===== src/rtl/dbg_entry_pkg.sv =====
// rtl/dbg_entry_pkg.sv - shared constants and types for the debug entry panel
// Purpose: FSM state encoding, digit geometry, button indices and a digit-count helper.
// Ports: none (package dbg_pkg).
package dbg_pkg;

  localparam int DIGITS   = 8;
  localparam int NIBBLE_W = 4;
  localparam int ENTRY_W  = DIGITS * NIBBLE_W;

  localparam logic [1:0] ST_IDLE   = 2'd0;
  localparam logic [1:0] ST_ENTRY  = 2'd1;
  localparam logic [1:0] ST_COMMIT = 2'd2;

  localparam int BTN_STEP   = 0;
  localparam int BTN_LOAD   = 1;
  localparam int BTN_COMMIT = 2;
  localparam int BTN_CLEAR  = 3;
  localparam int NUM_BTN    = 4;

  typedef struct packed {
    logic clear;
    logic commit;
    logic load;
  } entry_ev_t;

  // Loaded-digit count saturates once the entry register is full.
  function automatic logic [3:0] cnt_inc_sat(input logic [3:0] c);
    return (c >= 4'(DIGITS)) ? 4'(DIGITS) : c + 4'd1;
  endfunction

endpackage


===== src/rtl/dbg_entry_if.sv =====
// rtl/dbg_entry_if.sv - valid/ready commit channel from the entry panel to its sink
// Purpose: bundles the committed-value handshake.
// Ports: commit_valid (entry offered), commit_data (value), commit_ready (sink accepts).
interface dbg_entry_if;
  import dbg_pkg::*;

  logic               commit_valid;
  logic [ENTRY_W-1:0] commit_data;
  logic               commit_ready;

  modport master (output commit_valid, output commit_data, input commit_ready);
  modport slave  (input commit_valid, input commit_data, output commit_ready);
endinterface


===== src/rtl/dbg_entry_btn_debounce.sv =====
// rtl/dbg_entry_btn_debounce.sv - 2-flop synchronizer, debouncer and press pulse for one button
// Purpose: the debounced level follows the synchronized input only after it has differed
//   for DEB_CYCLES consecutive cycles; press is a one-cycle pulse on each 0->1 level change.
// Ports: clk, rst (sync active-high), raw (async button), level (debounced), press (pulse).
module btn_debounce #(
  parameter int DEB_CYCLES = 16
) (
  input  logic clk,
  input  logic rst,
  input  logic raw,
  output logic level,
  output logic press
);

  localparam int CW = (DEB_CYCLES > 1) ? $clog2(DEB_CYCLES) : 1;

  logic          sync1;
  logic          sync2;
  logic [CW-1:0] cnt;

  always_ff @(posedge clk) begin
    if (rst) begin
      sync1 <= 1'b0;
      sync2 <= 1'b0;
      cnt   <= '0;
      level <= 1'b0;
      press <= 1'b0;
    end else begin
      sync1 <= raw;
      sync2 <= sync1;
      press <= 1'b0;
      if (sync2 == level) begin
        cnt <= '0;
      end else if (cnt == CW'(DEB_CYCLES - 1)) begin
        // DEB_CYCLES-th consecutive differing sample: accept the new level.
        level <= sync2;
        press <= sync2;
        cnt   <= '0;
      end else begin
        cnt <= cnt + CW'(1);
      end
    end
  end

endmodule


===== src/rtl/dbg_entry.sv =====
// rtl/dbg_entry.sv - front-panel debug entry: single-step, free-run and hex value entry
// Purpose: debounced buttons drive a pipeline step strobe and an IDLE/ENTRY/COMMIT FSM that
//   assembles up to 8 hex digits and offers the value on a valid/ready commit channel.
// Ports: clk, rst (sync active-high); btn_step/btn_load/btn_commit/btn_clear (raw buttons);
//   sw_nibble (digit), sw_run (free-run level); step_pulse, run_en, entry, digit_cnt (status);
//   commit (dbg_entry_if.master: commit_valid, commit_data, commit_ready).
// Option: DBG_ENTRY_AUTOREPEAT_EN adds auto-repeat of a held step button every REPEAT_CYCLES.
module dbg_entry
  import dbg_pkg::*;
#(
  parameter int DEB_CYCLES    = 16,
  parameter int REPEAT_CYCLES = 64
) (
  input  logic                clk,
  input  logic                rst,
  input  logic                btn_step,
  input  logic                btn_load,
  input  logic                btn_commit,
  input  logic                btn_clear,
  input  logic [NIBBLE_W-1:0] sw_nibble,
  input  logic                sw_run,
  output logic                step_pulse,
  output logic                run_en,
  output logic [ENTRY_W-1:0]  entry,
  output logic [3:0]          digit_cnt,
  dbg_entry_if.master         commit
);

  logic [NUM_BTN-1:0] raw;
  logic [NUM_BTN-1:0] lvl;
  logic [NUM_BTN-1:0] press;

  assign raw = {btn_clear, btn_commit, btn_load, btn_step};

  for (genvar i = 0; i < NUM_BTN; i++) begin : g_btn
    btn_debounce #(.DEB_CYCLES(DEB_CYCLES)) u_deb (
      .clk   (clk),
      .rst   (rst),
      .raw   (raw[i]),
      .level (lvl[i]),
      .press (press[i])
    );
  end

  // sw_run is a level switch, so synchronizing is enough.
  logic run_s1;
  always_ff @(posedge clk) begin
    if (rst) begin
      run_s1 <= 1'b0;
      run_en <= 1'b0;
    end else begin
      run_s1 <= sw_run;
      run_en <= run_s1;
    end
  end

  logic unused_levels;

`ifdef DBG_ENTRY_AUTOREPEAT_EN
  localparam int RW = (REPEAT_CYCLES > 1) ? $clog2(REPEAT_CYCLES) : 1;
  logic [RW-1:0] rep_cnt;
  logic          rep_fire;

  // Counts cycles since the last step pulse while the step button stays held in step mode.
  assign rep_fire = lvl[BTN_STEP] && !run_en && !press[BTN_STEP] &&
                    (rep_cnt == RW'(REPEAT_CYCLES - 1));

  always_ff @(posedge clk) begin
    if (rst) begin
      rep_cnt <= '0;
    end else if (!lvl[BTN_STEP] || run_en || press[BTN_STEP] || rep_fire) begin
      rep_cnt <= '0;
    end else begin
      rep_cnt <= rep_cnt + RW'(1);
    end
  end

  assign step_pulse    = !run_en && (press[BTN_STEP] || rep_fire);
  assign unused_levels = &{1'b0, lvl[NUM_BTN-1:1]};
`else
  assign step_pulse    = press[BTN_STEP] && !run_en;
  // Debounced levels and the repeat period have no consumer in this build.
  assign unused_levels = &{1'b0, lvl, REPEAT_CYCLES[0]};
`endif

  entry_ev_t          ev;
  logic [1:0]         state;
  logic               valid_q;
  logic [ENTRY_W-1:0] data_q;

  assign ev = '{clear: press[BTN_CLEAR], commit: press[BTN_COMMIT], load: press[BTN_LOAD]};

  assign commit.commit_valid = valid_q;
  assign commit.commit_data  = data_q;

  // entry is always zero in IDLE, so a shift-in load covers both the first and later digits.
  always_ff @(posedge clk) begin
    if (rst) begin
      state     <= ST_IDLE;
      entry     <= '0;
      digit_cnt <= '0;
      valid_q   <= 1'b0;
      data_q    <= '0;
    end else begin
      case (state)
        ST_IDLE, ST_ENTRY: begin
          if (ev.clear) begin
            entry     <= '0;
            digit_cnt <= '0;
            state     <= ST_IDLE;
          end else if (ev.commit && state == ST_ENTRY) begin
            data_q  <= entry;
            valid_q <= 1'b1;
            state   <= ST_COMMIT;
          end else if (ev.load) begin
            entry     <= {entry[ENTRY_W-NIBBLE_W-1:0], sw_nibble};
            digit_cnt <= cnt_inc_sat(digit_cnt);
            state     <= ST_ENTRY;
          end
        end
        ST_COMMIT: begin
          if (commit.commit_ready) begin
            valid_q   <= 1'b0;
            entry     <= '0;
            digit_cnt <= '0;
            state     <= ST_IDLE;
          end
        end
        default: state <= ST_IDLE;
      endcase
    end
  end

endmodule


===== src/flat_wrapper.sv =====
// flat-port wrapper written by rule: the top's interface ports become plain ports
module dbg_entry_flat import dbg_pkg::*;
#(
  parameter int DEB_CYCLES    = 16,
  parameter int REPEAT_CYCLES = 64
)
  (clk, rst, btn_step, btn_load, btn_commit, btn_clear, sw_nibble, sw_run, step_pulse, run_en, entry, digit_cnt, commit_commit_valid, commit_commit_data, commit_commit_ready);
  dbg_entry_if commit_i ();
  input  logic clk;
  input  logic rst;
  input  logic btn_step;
  input  logic btn_load;
  input  logic btn_commit;
  input  logic btn_clear;
  input  logic [NIBBLE_W-1:0] sw_nibble;
  input  logic sw_run;
  output logic step_pulse;
  output logic run_en;
  output logic [ENTRY_W-1:0] entry;
  output logic [3:0] digit_cnt;
  output wire logic [$bits(commit_i.commit_valid)-1:0] commit_commit_valid;
  output wire logic [$bits(commit_i.commit_data)-1:0] commit_commit_data;
  input wire logic [$bits(commit_i.commit_ready)-1:0] commit_commit_ready;
  assign commit_commit_valid = commit_i.commit_valid;
  assign commit_commit_data = commit_i.commit_data;
  assign commit_i.commit_ready = commit_commit_ready;
  dbg_entry #(.DEB_CYCLES(DEB_CYCLES), .REPEAT_CYCLES(REPEAT_CYCLES)) u_core (.clk(clk), .rst(rst), .btn_step(btn_step), .btn_load(btn_load), .btn_commit(btn_commit), .btn_clear(btn_clear), .sw_nibble(sw_nibble), .sw_run(sw_run), .step_pulse(step_pulse), .run_en(run_en), .entry(entry), .digit_cnt(digit_cnt), .commit(commit_i));
endmodule

===== config.mk =====
export PLATFORM = sky130hd
export DESIGN_NAME = dbg_entry_flat
export DESIGN_NICKNAME = d
export VERILOG_FILES = /design/src/rtl/dbg_entry_pkg.sv /design/src/rtl/dbg_entry_if.sv /design/src/rtl/dbg_entry_btn_debounce.sv /design/src/rtl/dbg_entry.sv /design/src/flat_wrapper.sv
export SDC_FILE = /design/constraint.sdc
export NUM_CORES = 1
export LEC_CHECK = 0
export ABC_AREA = 1
export CORE_MARGIN = 1
export CORE_UTILIZATION = 51
export CTS_BUF_LIST = sky130_fd_sc_hd__clkbuf_16
export CTS_CLUSTER_DIAMETER = 120
export DETAILED_ROUTE_END_ITERATION = 10
export PLACE_DENSITY = 0.84
export SYNTH_ARGS = -nofsm -noshare
export SYNTH_HDL_FRONTEND = slang
export SYNTH_HIERARCHICAL = 1
export SYNTH_SLANG_ARGS = --single-unit

===== constraint.sdc =====
create_clock -name clk -period 1.75 [get_ports clk]
set_input_delay 0.4375 -clock clk [delete_from_list [all_inputs] [get_ports clk]]
set_output_delay 0.4375 -clock clk [all_outputs]
set_load 0.02 [all_outputs]

======== After elaboration in Yosys (flattened, before gate mapping) ========
Index checks and enable logic that the tools add are counted.
W data, S select, Z words.
cells by class
  add/sub/neg operators ................... 5
  magnitude comparators ................... 1
  eq/ne operators ......................... 16
  muxes and demuxes ....................... 20
  bitwise logic cells ..................... 9
  reductions and logical operators ........ 22
operators with widths
  operator               count
  $mux W32               4
  $pmux W32 S2           1
  $reduce_or A3 Y1       8
  $add A4 B1 Y4 const B  5
  $mux W4                5
  $eq A4 B4 Y1 const B   4
  $reduce_and A2 Y1      5
  $not A1 Y1             9
  $mux W2                4
  $pmux W4 S2            1
  $reduce_and A4 Y1      2
  $ne A3 B3 Y1 const B   2
  $eq A1 B1 Y1           4
  $ge A4 B4 Y1 const B   1
  $ne A2 B2 Y1 const B   2
  $ne A4 B3 Y1 const B   1
  $pmux W2 S2            1
  $mux W1                3
  $reduce_and A3 Y1      1
  $eq A2 B1 Y1 const B   1
  $eq A2 B2 Y1 const B   1
  $logic_and A1 B1 Y1    2
  $logic_not A2 Y1       1
  $ne A2 B1 Y1 const B   1
  other kinds (4)        4
word-level totals
  bits in registers ....................... 105
  logic and storage cells ................. 100

======== Depth between registers and ports, before layout ========
Gate-level depths: netlist of the first run.
  word-level depth ........................ 6
  depth in mapped cells ................... 9
  mapped depth without buffers ............ 8

======== By module ========
Netlist of the first run, hierarchy kept.
by module, submodules not included
  module        times used  cells an instance  area each (um^2)  seq. area each (um^2)
  dbg_entry     1           413                2,946.6           1,461.4
  btn_debounce  4           33                 292.8             160.2

======== Worst setup path before layout of the first run ========
No wires, ideal clock.
  path type ............................... input-to-reg
  from .................................... input commit_commit_ready
  to ...................................... register u_core.digit_cnt[0]
  setup time .............................. 0.115 ns
  arrival time ............................ 1.207 ns
  data required time ...................... 1.635 ns
  path slack .............................. 0.428 ns
  cell stages on the path ................. 8
  buffers on the path ..................... 2
  cells stage by stage .................... inv_1 > nand3_1 > nand2_1 > inv_2 > buf_2 > buf_2 > a21oi_1 > nor2_1
on the way
  word-level cells in the longest chain between the ends .. 2
ends and longest elaborated chain
  element                      line                text
  start: declaration           flat_wrapper.sv:23  input wire logic [$bits(commit_i.commit_ready)-1:0] commit_commit_ready;
  $ne A2 B2 Y1 (no line)       --
  $reduce_and A4 Y1 (no line)  --
  end signal: assignment       dbg_entry.sv:117    digit_cnt <= cnt_inc_sat(digit_cnt);
  end: declaration             dbg_entry.sv:25     output logic [3:0] digit_cnt,
No other way between the ends.
A chain may end at the register's enable or synchronous reset.

======== Worst setup path in the final report of the first run ========
  from .................................... register u_core.data_q[20] (netlist: u_core/commit.commit_data[20])
  to ...................................... output commit_commit_data[20]
RTL lines
  element                   line                text
  start: declaration        dbg_entry.sv:89     logic [ENTRY_W-1:0] data_q;
  start signal: assignment  dbg_entry.sv:112    data_q <= entry;
  end: declaration          flat_wrapper.sv:22  output wire logic [$bits(commit_i.commit_data)-1:0] commit_commit_data;
No word-level cell between the ends.

==> summary.txt, run 1 <==
Critical path
  – RR Endpoint: u_core/entry[1]$_SDFFE_PP0P_
  – Delay-heaviest family, CP: buffers and inverters
  – Worst EP arrival: 1.28 ns
  – Largest stage delay, worst path: 0.60 ns
  – R2r setup slk: 0.32 ns
  – Max FO, Critical Path: 2
  – R2R depth: 6
  – CP Capture Type: output pin
  – Worst Path Required: 1.31 ns
  – CP max-delay cell: clkdlybuf4s50_1
  – Worst Setup Path Type: reg -> out
  – CP Cell Sequence: clkdlybuf4s50_1
  – Buf+Inv Stages, Crit Path: 1
  – Crit start category: register
  – R2R Path Start: u_core/state[1]$_SDFFE_PP0P_

Yosys
  – Syn_nets: 563
  – Mean Syn Cell Area: 7.56 µm²
  – Most common cell in the synthesized netlist: nor2_1
  – Post-Syn Area: 4120 µm²
  – Largest family of logic cells by synthesized area: simple AND/OR/NAND/NOR gates
  – Complex-gate fraction of the synthesized area: 11.1%
  – Cells after Synth: 545
  – Synth unique cells: 20
  – Number of synthesized flops with an enable pin: 0
  – Post-synth top cells: nor2_1, dfxtp_1, nand2_1
  – Synth async-reset ratio: 0%
  – Yosys top cell area share: 51.0%
  – Sequential fraction of the synthesis area: 51.0%
  – Post-synthesis simple-gate area fraction: 28.3%
  – Largest cells by area after synthesis: dfxtp_1, nor2_1, nand2_1
  – Post-Synth XOR/XNOR Area: 0.851%
  – Post-synthesis mux area share: 0%
  – Adder-cell share of the synthesized area: 1.82%
  – Post-synth top area cell: dfxtp_1
  – Synthesis warning total: 6
  – Most common flop cell mapped by yosys: dfxtp_1
  – Register bit total from synthesis: 105

Placement
  – IO Port Bufs: 82
  – Placer Congestion: 0.783
  – Placed Instance Area: 5110 µm²
  – DP Wirelength: 6190 µm

Die
  – Die area: 8440 µm²
  – Rows: 32
  – Die Wd: 91.9 µm
  – Total I/O pin count: 83
  – Die Height: 91.9 µm
  – Core Area: 7770 µm²
  – Initial core utilization: 53.0%

Finish
  – Design Area, Final: 5420 µm²
  – Final nets: 643
  – Layout area overhead: 31.6%
  – Fin util: 69.7%
  – Layout cells sized above 1: 7.94%
  – Diodes inserted: 0

STA
  – Hold Vio Cnt, Final: 0
  – Part of the cycle the worst path needs: 98.2%
  – Worst slew pin tran: 0.509 ns
  – RSZ-0062 raised after global routing: false
  – Min Clock Period, post-route: 1.72 ns
  – Worst Clk Skew: 0.00658 ns
  – Final setup vio count: 0
  – Slew HR: 66.0%
  – Max Slew Vio Count: 0
  – Max Clk Rate: 582 MHz

Clocking
  – Clock slew seen by the registers of the worst setup and hold paths: 0.07 ns
  – Clk_lat worst skew: 0.34 ns
  – Htree depth: 3
  – CTS tree: built
  – # clock sinks: 105
  – Num CTS Buffers: 9
  – Clk buf depth: 2
  – Cell at the root of the clock tree: clkbuf_16
  – Hold_buf cts: 0

GRT
  – Global-route wire length before repair: 15500 µm
  – Vias in the first global route: 3513
  – Gr usage total: 22.7%
  – Initial antenna violation count: 0
  – Largest net degree at the start of global routing: 59
  – GRT Max-Usage Layer: met2
  – Met2 usage: 39.6%
  – Global route overflow: 0
  – Met3 GRT Util: 6.30%
  – Met1 usage: 26.5%

Drt
  – Drt total wl: 9180 µm
  – Antenna viol nets, final: 0
  – # DRC: 0
  – First-pass iteration count of the detailed router: 5
  – Vias per cell: 5.14
  – DRT iter0 DRCs: 234
  – Vias: 3763
  – WL/cell: 12.5 µm

Min path
  – Hold Startpoint: u_core/g_btn[1].u_deb/sync1$_SDFF_PP0_
  – HP Class: reg -> reg
  – Hold worst-path end: u_core/g_btn[1].u_deb/sync2$_SDFF_PP0_
  – Hold Path Stages: 2

Power and ir drop
  – Pwr Density: 837 nW/µm²
  – Leak: 2.82 nW
  – Max VDD drop: 0.000618 V

Run status
  – Outcome: finished, final reports clean

Flow run
  – Max-cap violations: 0
==> state kept, by name (all words and copies together) (netlist names) <==
register,flops
u_core/run_s1,1
u_core/g_btn.u_deb/level,4
u_core/commit.commit_valid,1
u_core/g_btn.u_deb/cnt,16
u_core/commit.commit_data,32
u_core/g_btn.u_deb/sync2,4
u_core/g_btn.u_deb/sync1,4
u_core/digit_cnt,4
u_core/g_btn.u_deb/press,4
u_core/run_en,1
u_core/state,2
u_core/entry,32
==> placed cells by master, fill, tap and decap left out <==
cell and n:
dlygate4sd2_1 40, nand2_1 95, dfxtp_1 105, ha_1 6, clkbuf_16 9, inv_6 1
buf_12 5, bufinv_16 1, xnor2_1 4, clkinvlp_4 1, buf_4 11, clkinv_1 1
nand3_2 5, nand3_1 41, inv_8 1, nand4_1 11, nor2_1 114, inv_1 34
o21ai_0 34, inv_2 4, clkdlybuf4s50_1 22, clkinv_4 2, dlymetal6s2s_1 20, nor2_2 4
a21oi_2 5, or2_1 4, a21oi_1 49, nor3_2 1
==> where the power goes <==
part	switching (W)	internal [W]	total, W
sequential	0.00000782	0.00240	0.00241
clock	0.000880	0.00112	0.00200
combinational	0.0000646	0.0000570	0.000122
==> logic make-up (layout without fill, tap and decap cells) <==
logic type                 after synthesis  in the layout
AOI/OAI and AO/OA                       88             88
and+or+nand+nor                        275            275
buffers and inverters                   67            152
DFF                                    105            105
xor gates and xnor gates                 4              4
adders and majority gates                6              6
==> cell type report <==
cell class	instances	area (µm²)
multi-input cells	373	1740
repair buffers	98	1000
flip-flops and latches	105	2100
clock inverters	7	78.8
inverters	38	143
fillers	604	2350
clock buffers	9	225
well taps	102	128
==> worst max-delay path by stage <==
stage | to | depth (start not counted) | slack (ns) | start
after global placement | u_core/entry[7]$_SDFFE_PP0P_ | 9 | -0.002 | commit_commit_ready
after floorplan | u_core/digit_cnt[0]$_SDFFE_PP0P_ | 8 | 0.43 | commit_commit_ready
after global routing | commit_commit_data[14] | 1 | 0.0002 | u_core/commit.commit_data[14]$_SDFFE_PP0P_
final | commit_commit_data[20] | 1 | 0.03 | u_core/commit.commit_data[20]$_SDFFE_PP0P_
after CTS | commit_commit_data[25] | 1 | 0.0009 | u_core/commit.commit_data[25]$_SDFFE_PP0P_
after detailed placement | u_core/entry[9]$_SDFFE_PP0P_ | 9 | -0.06 | commit_commit_ready
==> tightest hold or removal path, cell delays in order, from the launching register on <==
cell and delay [ns]:
dfxtp_1 0.30, inv_1 0.04, nor2_1 0.03
==> what timing repair did <==
item,in CTS,in global routing
setup endpoints to repair,40,20
resized for setup,40,20
buffers inserted,0,0
==> stage by stage <==
| stage | power [W] | std cells | hold WS [ns] | TNS (ns) | setup WS [ns] |
|---|---|---|---|---|---|
| after detailed placement | 0.00258 | 716 | 0.392 | -0.697 | -0.0598 |
| after global placement | 0.00258 | 716 | 0.389 | -0.00248 | -0.00240 |
| final | 0.00453 | 732 | 0.400 | 0 | 0.0310 |
| after global routing | 0.00469 | 732 | 0.409 | 0 | 0.000235 |
| after floorplan | 0.00253 | 545 | 0.388 | 0 | 0.428 |
| after CTS | 0.00458 | 732 | 0.401 | 0 | 0.000947 |
==> metal layers <==
| metal | part of all wire (%) | up-vias |
|---|---|---|
| met5 | 0 | - |
| met4 | 1.4 | 0 |
| met3 | 5.8 | 13 |
| met2 | 50 | 116 |
| met1 | 42 | 1731 |
| li1 | - | 1903 |
Power figures use the tool's default switching activity.
==> run 2, diff against run 1 <==
--- a/config.mk
+++ b/config.mk
@@ -7,11 +7,13 @@
 export LEC_CHECK = 0
 export ABC_AREA = 1
 export CORE_MARGIN = 1
-export CORE_UTILIZATION = 51
+export CORE_UTILIZATION = 62
 export CTS_BUF_LIST = sky130_fd_sc_hd__clkbuf_16
 export CTS_CLUSTER_DIAMETER = 120
 export DETAILED_ROUTE_END_ITERATION = 10
-export PLACE_DENSITY = 0.84
+export DONT_BUFFER_PORTS = 1
+export PLACE_DENSITY = 0.83
+export RECOVER_POWER = 50
 export SYNTH_ARGS = -nofsm -noshare
 export SYNTH_HDL_FRONTEND = slang
 export SYNTH_HIERARCHICAL = 1
==> summary.txt, run 2 (synthesis gave the netlist of run 1 again) <==
GRT
  – Global-route wire length before repair: 14300 µm (-8.0%)
  – Vias in the first global route: 3187 (-9.3%)
  – Largest net degree at the start of global routing: 59 (unchanged)
  – Met3 GRT Util: 7.02% (+0.72 points)
  – GRT Max-Usage Layer: met2
  – Initial antenna violation count: 0 (unchanged)
  – Gr usage total: 25.4% (+2.8 points)
  – Met1 usage: 30.0% (+3.5 points)
  – Met2 usage: 43.0% (+3.4 points)
  – Global route overflow: 0 (unchanged)

Critical path
  – Worst Setup Path Type: reg -> reg
  – Max FO, Critical Path: 14 (+12)
  – CP max-delay cell: dfxtp_1
  – CP dominant cell by count: nand2_1
  – CP Capture Type: register
  – CP startpoint: u_core/state[1]$_SDFFE_PP0P_
  – Worst EP arrival: 1.83 ns (+0.55 ns)
  – Crit start category: register
  – Largest stage delay, worst path: 0.46 ns (-0.14 ns)
  – Worst Path Required: 2.02 ns (+0.71 ns)
  – R2R Path Start: u_core/state[1]$_SDFFE_PP0P_
  – CP Cell Sequence: nand2_1 > nand3_2 > nand2_1 > nand2_1 > nand2_1 > nor2_1

Power and ir drop
  – Pwr Density: 985 nW/µm² (+18%)
  – Max VDD drop: 0.000693 V (+12%)
  – Leak: 1.92 nW (-32%)

Finish
  – Storage cell area: 2100 µm² (unchanged)
  – Fillers: 526 (-13%)
  – Most frequent cells in the layout: nor2_1, dfxtp_1, nand2_1
  – Non-filler cells, final: 617 (-16%)
  – Layout area overhead: 7.69%
  – Diodes inserted: 0 (unchanged)
  – Final nets: 553 (-14%)
  – Commonest non-fill, non-tap cell in the layout: nor2_1
  – Area of the multi-input gates: 1720 µm² (-1.2%)
  – Layout cells sized above 1: 6.30% (-1.6 points)

STA
  – Max Clk Rate: 641 MHz (+10%)
  – Hold Vio Cnt, Final: 0 (unchanged)
  – Max Slew Vio Count: 0 (unchanged)
  – Min Clock Period, post-route: 1.56 ns (-0.159 ns)
  – Slew HR: 40.7% (-25 points)
  – RSZ-0062 raised after global routing: false
  – Setup ws final: 0.190 ns (+0.159 ns)
  – TNS Setup: 0 ns (unchanged)
  – Worst slew pin tran: 0.888 ns (+0.379 ns)
  – Worst Clk Skew: 0.00781 ns (+0.00123 ns)
  – Part of the cycle the worst path needs: 89.1% (-9.1 points)
  – Final setup vio count: 0 (unchanged)

Die
  – Die area: 6970 µm² (-17%)
  – Rows: 29 (-9.4%)
  – Total I/O pin count: 83 (unchanged)
  – Core Area: 6390 µm² (-18%)
  – Die Height: 83.5 µm (-9.1%)
  – Die Wd: 83.5 µm (-9.1%)
  – Initial core utilization: 64.5% (+11 points)

Drt
  – # DRC: 0 (unchanged)
  – Antenna viol nets, final: 0 (unchanged)
  – First-pass iteration count of the detailed router: 5 (unchanged)
  – DRT iter0 DRCs: 241 (+3.0%)
  – WL/cell: 14.0 µm (+12%)
  – Vias: 3449 (-8.3%)
  – Drt total wl: 8650 µm (-5.8%)
  – Vias per cell: 5.59 (+8.7%)

Clocking
  – Clock slew seen by the registers of the worst setup and hold paths: 0.06 ns (about the same)
  – Hold_buf cts: 0 (unchanged)
  – Cell at the root of the clock tree: clkbuf_16
  – Clk_lat worst skew: 0.34 ns (about the same)
  – # clock sinks: 105 (unchanged)
  – Num CTS Buffers: 9 (unchanged)
  – Clk buf depth: 2 (unchanged)
  – Cts repair resizes: 0 (-100%)
  – # Post-CTS Setup Buffers: 0 (unchanged)
  – Htree depth: 3 (unchanged)
  – CTS tree: built

Placement
  – Dpl ws: 0.273 ns (+0.333 ns)
  – Dpl cells: 601 (-16%)
  – Placer Congestion: 0.791 (+0.98%)
  – DP Wirelength: 5590 µm (-9.7%)
  – IO Port Bufs: 0 (-100%)

Run status
  – Outcome: finished, final reports clean

Min path
  – HP Class: in -> reg
  – Hold Startpoint: rst

Flow run
  – Max-cap violations: 0 (unchanged)
## run 2: worst max-delay path, delay by kind of cell, from the launching register on
kind	cells	cell delay [ns]
flops	1	0.46
simple gates	6	1.03
## run 2: per-layer routing
layer	share of wire, %	routed length, µm
met5	0	0
met4	1.9	165
met3	7.7	663
met2	48	4190
met1	42	3630
## run 2: power breakdown
| group | internal (W) | switching (W) | total, W |
|---|---|---|---|
| sequential | 0.00240 | 0.00000921 | 0.00241 |
| combinational | 0.0000284 | 0.0000493 | 0.0000776 |
| clock | 0.00108 | 0.000795 | 0.00188 |
| total | 0.00351 | 0.000854 | 0.00437 |
## run 2: layout make-up
cell class	instances	share of cell area, %
flip-flops and latches	105	47.4
clock inverters	7	1.24
well taps	77	2.17
clock buffers	9	5.08
inverters	38	3.22
repair buffers	8	2.14
multi-input cells	373	38.7
## run 2: worst paths after layout
kind         depth (start not counted)  slack, ns                                      to
min                                  1       0.17  u_core/g_btn[3].u_deb/sync1$_SDFF_PP0_
max reg2reg                          6       0.19           u_core/entry[10]$_SDFFE_PP0P_
max                                  6       0.19           u_core/entry[10]$_SDFFE_PP0P_
min reg2reg                          2       0.40  u_core/g_btn[1].u_deb/sync2$_SDFF_PP0_
## run 2: per-stage QoR
step | hold slack (ns) | area, µm² | total power [W] | utilization [%]
final | 0.166 | 4430 | 0.00437 | 69.4
after global routing | 0.152 | 4430 | 0.00449 | 69.4
after global placement | 0.388 | 4180 | 0.00254 | 65.4
after detailed placement | 0.397 | 4180 | 0.00255 | 65.4
after CTS | 0.157 | 4460 | 0.00440 | 69.8
after floorplan | 0.388 | 4120 | 0.00253 | -
